**src/rtl/uart_rx_fifo.sv**
```systemverilog
// Receive-side byte FIFO behind the UART receiver: drops bad-stop frames,
// queues good bytes, and hands them to the consumer on valid/ready.
module uart_rx_fifo #(
    parameter  int DATA_W = 8,
    parameter  int DEPTH  = 16,
    localparam int ADDR_W = $clog2(DEPTH)
) (
    input  logic              clk,
    input  logic              reset,
    input  logic [DATA_W-1:0] in_data,
    input  logic              in_valid,
    input  logic              in_stop_bit,
    output logic [DATA_W-1:0] out_data,
    output logic              out_valid,
    input  logic              out_ready,
    output logic [ADDR_W:0]   level,
    output logic              overflow,
    output logic [7:0]        frame_err_cnt,
    input  logic              clear_flags
);

    logic [DATA_W-1:0] mem [DEPTH];
    logic [ADDR_W-1:0] wr_ptr;
    logic [ADDR_W-1:0] rd_ptr;

    logic full;
    logic pop;
    logic push;
    logic drop;
    logic ferr;

    assign full = (level == (ADDR_W+1)'(DEPTH));
    assign pop  = out_valid & out_ready;
    // A full FIFO still accepts a byte when the head leaves in the same cycle.
    assign push = in_valid & in_stop_bit & (~full | pop);
    assign drop = in_valid & in_stop_bit & full & ~pop;
    assign ferr = in_valid & ~in_stop_bit;

    assign out_valid = (level != '0);
    assign out_data  = mem[rd_ptr];

    always_ff @(posedge clk) begin
        if (push) begin
            mem[wr_ptr] <= in_data;
        end
    end

    always_ff @(posedge clk) begin
        if (reset) begin
            wr_ptr        <= '0;
            rd_ptr        <= '0;
            level         <= '0;
            overflow      <= 1'b0;
            frame_err_cnt <= 8'd0;
        end else begin
            if (push) begin
                wr_ptr <= wr_ptr + 1'b1;
            end
            if (pop) begin
                rd_ptr <= rd_ptr + 1'b1;
            end

            unique case ({push, pop})
                2'b10:   level <= level + 1'b1;
                2'b01:   level <= level - 1'b1;
                default: level <= level;
            endcase

            // Set/increment events take priority over a same-cycle clear.
            if (drop) begin
                overflow <= 1'b1;
            end else if (clear_flags) begin
                overflow <= 1'b0;
            end

            if (ferr) begin
                if (clear_flags) begin
                    frame_err_cnt <= 8'd1;
                end else if (frame_err_cnt != 8'hFF) begin
                    frame_err_cnt <= frame_err_cnt + 8'd1;
                end
            end else if (clear_flags) begin
                frame_err_cnt <= 8'd0;
            end
        end
    end

endmodule

```
**config.mk**
```make
export PLATFORM = sky130hd
export DESIGN_NAME = uart_rx_fifo
export DESIGN_NICKNAME = d
export VERILOG_FILES = /design/src/rtl/uart_rx_fifo.sv
export SDC_FILE = /design/constraint.sdc
export NUM_CORES = 1
export LEC_CHECK = 0
export CORE_UTILIZATION = 46
export CTS_CLUSTER_DIAMETER = 80
export DETAILED_ROUTE_END_ITERATION = 6
export PLACE_DENSITY = 0.71
export SLEW_MARGIN = 20
export SYNTH_ARGS = -nofsm -noshare
export SYNTH_HDL_FRONTEND = slang
export SYNTH_SLANG_ARGS = --single-unit
```
**constraint.sdc**
```tcl
create_clock -name clk -period 2.5 [get_ports clk]
set_clock_uncertainty 0.2 [all_clocks]
set_input_delay 0.5 -clock clk [delete_from_list [all_inputs] [get_ports clk]]
set_output_delay 0.5 -clock clk [all_outputs]
set_load 0.01 [all_outputs]
```
==> impl_metrics.toml <==
[layout]
drive_above_1_share_pct = 32.0
fin_nets = 469
final_cells = 636
syn_to_final_growth_pct = 26.1
num_antenna_cells = 0

[synth]
syn_avg_cell_area_um2 = 17.9
yosys.area.top_type = "edfxtp_1"
ys_top_cells_by_area = "edfxtp_1 (61%), mux4_2 (14%), dfxtp_1 (8.3%), nor2_1 (2.0%), ha_1 (1.6%)"
synth_edf_count = 128
syn_inst = 350
synth-main-ff-cell = "edfxtp_1"
ys_warn_count = 0
synth_cell_types = 51
postSynthNetCount = 372
synth-seq-cells = 154
netlist_area_um2 = 6260
synth.most_common_cell = "edfxtp_1"
ys_seq_area_share_pct = 69.7
synthArstFlopShare_pct = 0
synth_common_cells = "edfxtp_1 (128), mux4_2 (40), nor2_1 (33), dfxtp_1 (26)"
yosysTopAreaCellShare_pct = 61.4

[worst_setup_path]
cpMaxStageDelayCell = "mux4_2"
rr_worst_depth = 7
critPathBufInv = 3
r2r-end = "level[4]"
cp-start-kind = "flop"
critPathMaxStageDelay_ns = 0.52
setup.worst_path.end_class = "output pin"
regToRegStartpoint = "level[0]"
crit_required_ns = 1.80
cp.arrival_ns = 2.24
cp_max_fo = 8
crit_path_cell_trace = "buf_12 > buf_12 > mux4_2 > mux4_2 > buf_6"
cpLargestDelayFamily = "multiplexers"
crit_type = "reg2out"
r2r_setup_slack_ns = 0.21

[global_route]
grt_max_degree = 33
grt_pass1_vias = 3596
antenna_found_initial = 0
grt_pass1_wl_mm = 19.9
overflow = 0
track_usage_pct = 19.8

[outcome]
status = "complete, but fails checks"
violations = "negative setup slack"

[power_and_ir_drop]
clock_power_share_pct = 36.0
p_sw_uw = 1630
pwr-share-comb_pct = 22.0
vdd_drop_max_v = 0.000447
p_int_uw = 5290
total_power_uw = 6920
p_leak_uw = 0.00268
pwr-share-seq_pct = 42.0
powerDensity_nw_per_um2 = 877
switching_share_pct = 23.6

[job]
max_cap_violations = 0

[hold_path]
hold_depth = 2
worstHoldStart = "rd_ptr[3]"
holdPathEnd = "rd_ptr[3]"
hold_path.class = "reg2reg"

[die]
placementRows = 42
core_region_area_um2 = 13200
die_h_um = 119
start_util_pct = 47.3
dieArea_um2 = 14100
dieWidth_um = 119
ios = 37

[drt]
ant_nets = 0
vias_per_cell = 5.46
vias = 3472
firstDrtPassIters = 6
drt-initial-drc-count = 235
drc = 0
wl_per_cell_um = 20.2
wl_mm = 12.8

[clocking]
clock-sinks = 154
cts_tree = "built"
numCtsBuffers = 17
clock_path_buffers = 2
clock-root-buffer = "clkbuf_16"
htree_levels = 4
clk_pin_slew_ns = 0.06
hold_buffers = 0
clock_latency_ns = 0.42

[place]
hpwl_mm = 8.14
port_buffers = 36
place_inst = 594
dp_slack_ns = -0.381
routabilityCongestion = 0.802

[timing]
worst_slack_ns = -0.438
relSlewSlack_pct = 62.7
min_period_ns = 2.94
maxSlewViolCount = 0
worst_pin_slew_ns = 0.558
setup_viol = 8
hold_viol = 0
rsz0062_at_grt = "true"
finalCritPeriodShare_pct = 118
max_freq_mhz = 340
==> cell type report <==
cell class	count	area (um2)
sequential	154	4370
multi-input combinational	169	1800
inverter	10	37.5
fill	1016	5350
timing repair buffer	95	891
clock inverter	14	154
tap	176	220
clock buffer	18	429
==> worst min-delay path, stage by stage, from the launching register on <==
cell,delay (ns)
dfxtp_1,0.32
xor2_1,0.06
nor2_1,0.10
==> power by group through the flow <==
stage,Clock [uW],Combinational (uW),Sequential [uW]
finish,2490,1530,2910
global route,2630,1630,2910
CTS,2540,1520,2910
detailed placement,0,1360,2950
global placement,0,1340,2950
floorplan,0,820,2960
==> routing by layer <==
layer	vias up	global-route usage [%]	share of wire (%)
li1	1585	-	-
met4	0	8.62	2.1
met5	-	0	0
met1	1761	24.7	41
met2	109	33.0	52
met3	17	4.68	5.1
==> stage by stage <==
step	instance area (um2)	setup TNS (ns)	hold slack (ns)	util [%]
2_1_floorplan	6270	0	0.285	-
5_1_grt	7900	-3.57	0.375	59.6
3_5_place_dp	7170	-3.56	0.309	54.1
6_report	7900	-3.06	0.329	59.6
3_3_place_gp	7170	-2.58	0.300	54.1
4_1_cts	7870	-3.30	0.331	59.4
==> timing repair <==
item / 4_1_cts / 5_1_grt
gates resized for setup: 45 / 4
setup buffers: 8 / 3
endpoints found under the hold margin: 0 / 0
setup endpoints to repair: 9 / 10
gates cloned: 0 / 0
pin swaps: 1 / 0
==> how the worst max path moves through the flow <==
stage | end | slack (ns) | start | depth (start not counted)
2_1_floorplan | level[4] | 0.003 | in_valid | 8
3_3_place_gp | level[4] | -0.33 | out_ready | 8
3_5_place_dp | level[4] | -0.38 | out_ready | 8
4_1_cts | out_data[4] | -0.47 | flop | 5
5_1_grt | out_data[4] | -0.50 | flop | 5
6_report | out_data[4] | -0.44 | flop | 5
==> placed cells by master (no fill, tap or decap), types with 8 or more instances in the layout <==
cell type and count:
inv_1 10, nor2_1 33, nand2_1 9, dfxtp_1 25
buf_4 51, clkbuf_16 17, edfxtp_1 128, clkdlybuf4s50_1 27
buf_6 8, mux4_2 40
==> kinds of logic after synthesis <==
family,count (synthesis),synth area share [%]
compound gates,30,3.92
xor+xnor,11,1.54
fa+ha+maj,8,1.60
buf+inv,27,1.72
flops,154,69.7
mux,47,15.6
simple gates,73,5.91
==> sequential cells by signal (all words and copies together) (netlist names), named ones only <==
signal / count
rd_ptr: 4
level: 5
mem: 128
frame_err_cnt: 8
wr_ptr: 4
overflow: 1
Power figures use the tool's default switching activity.
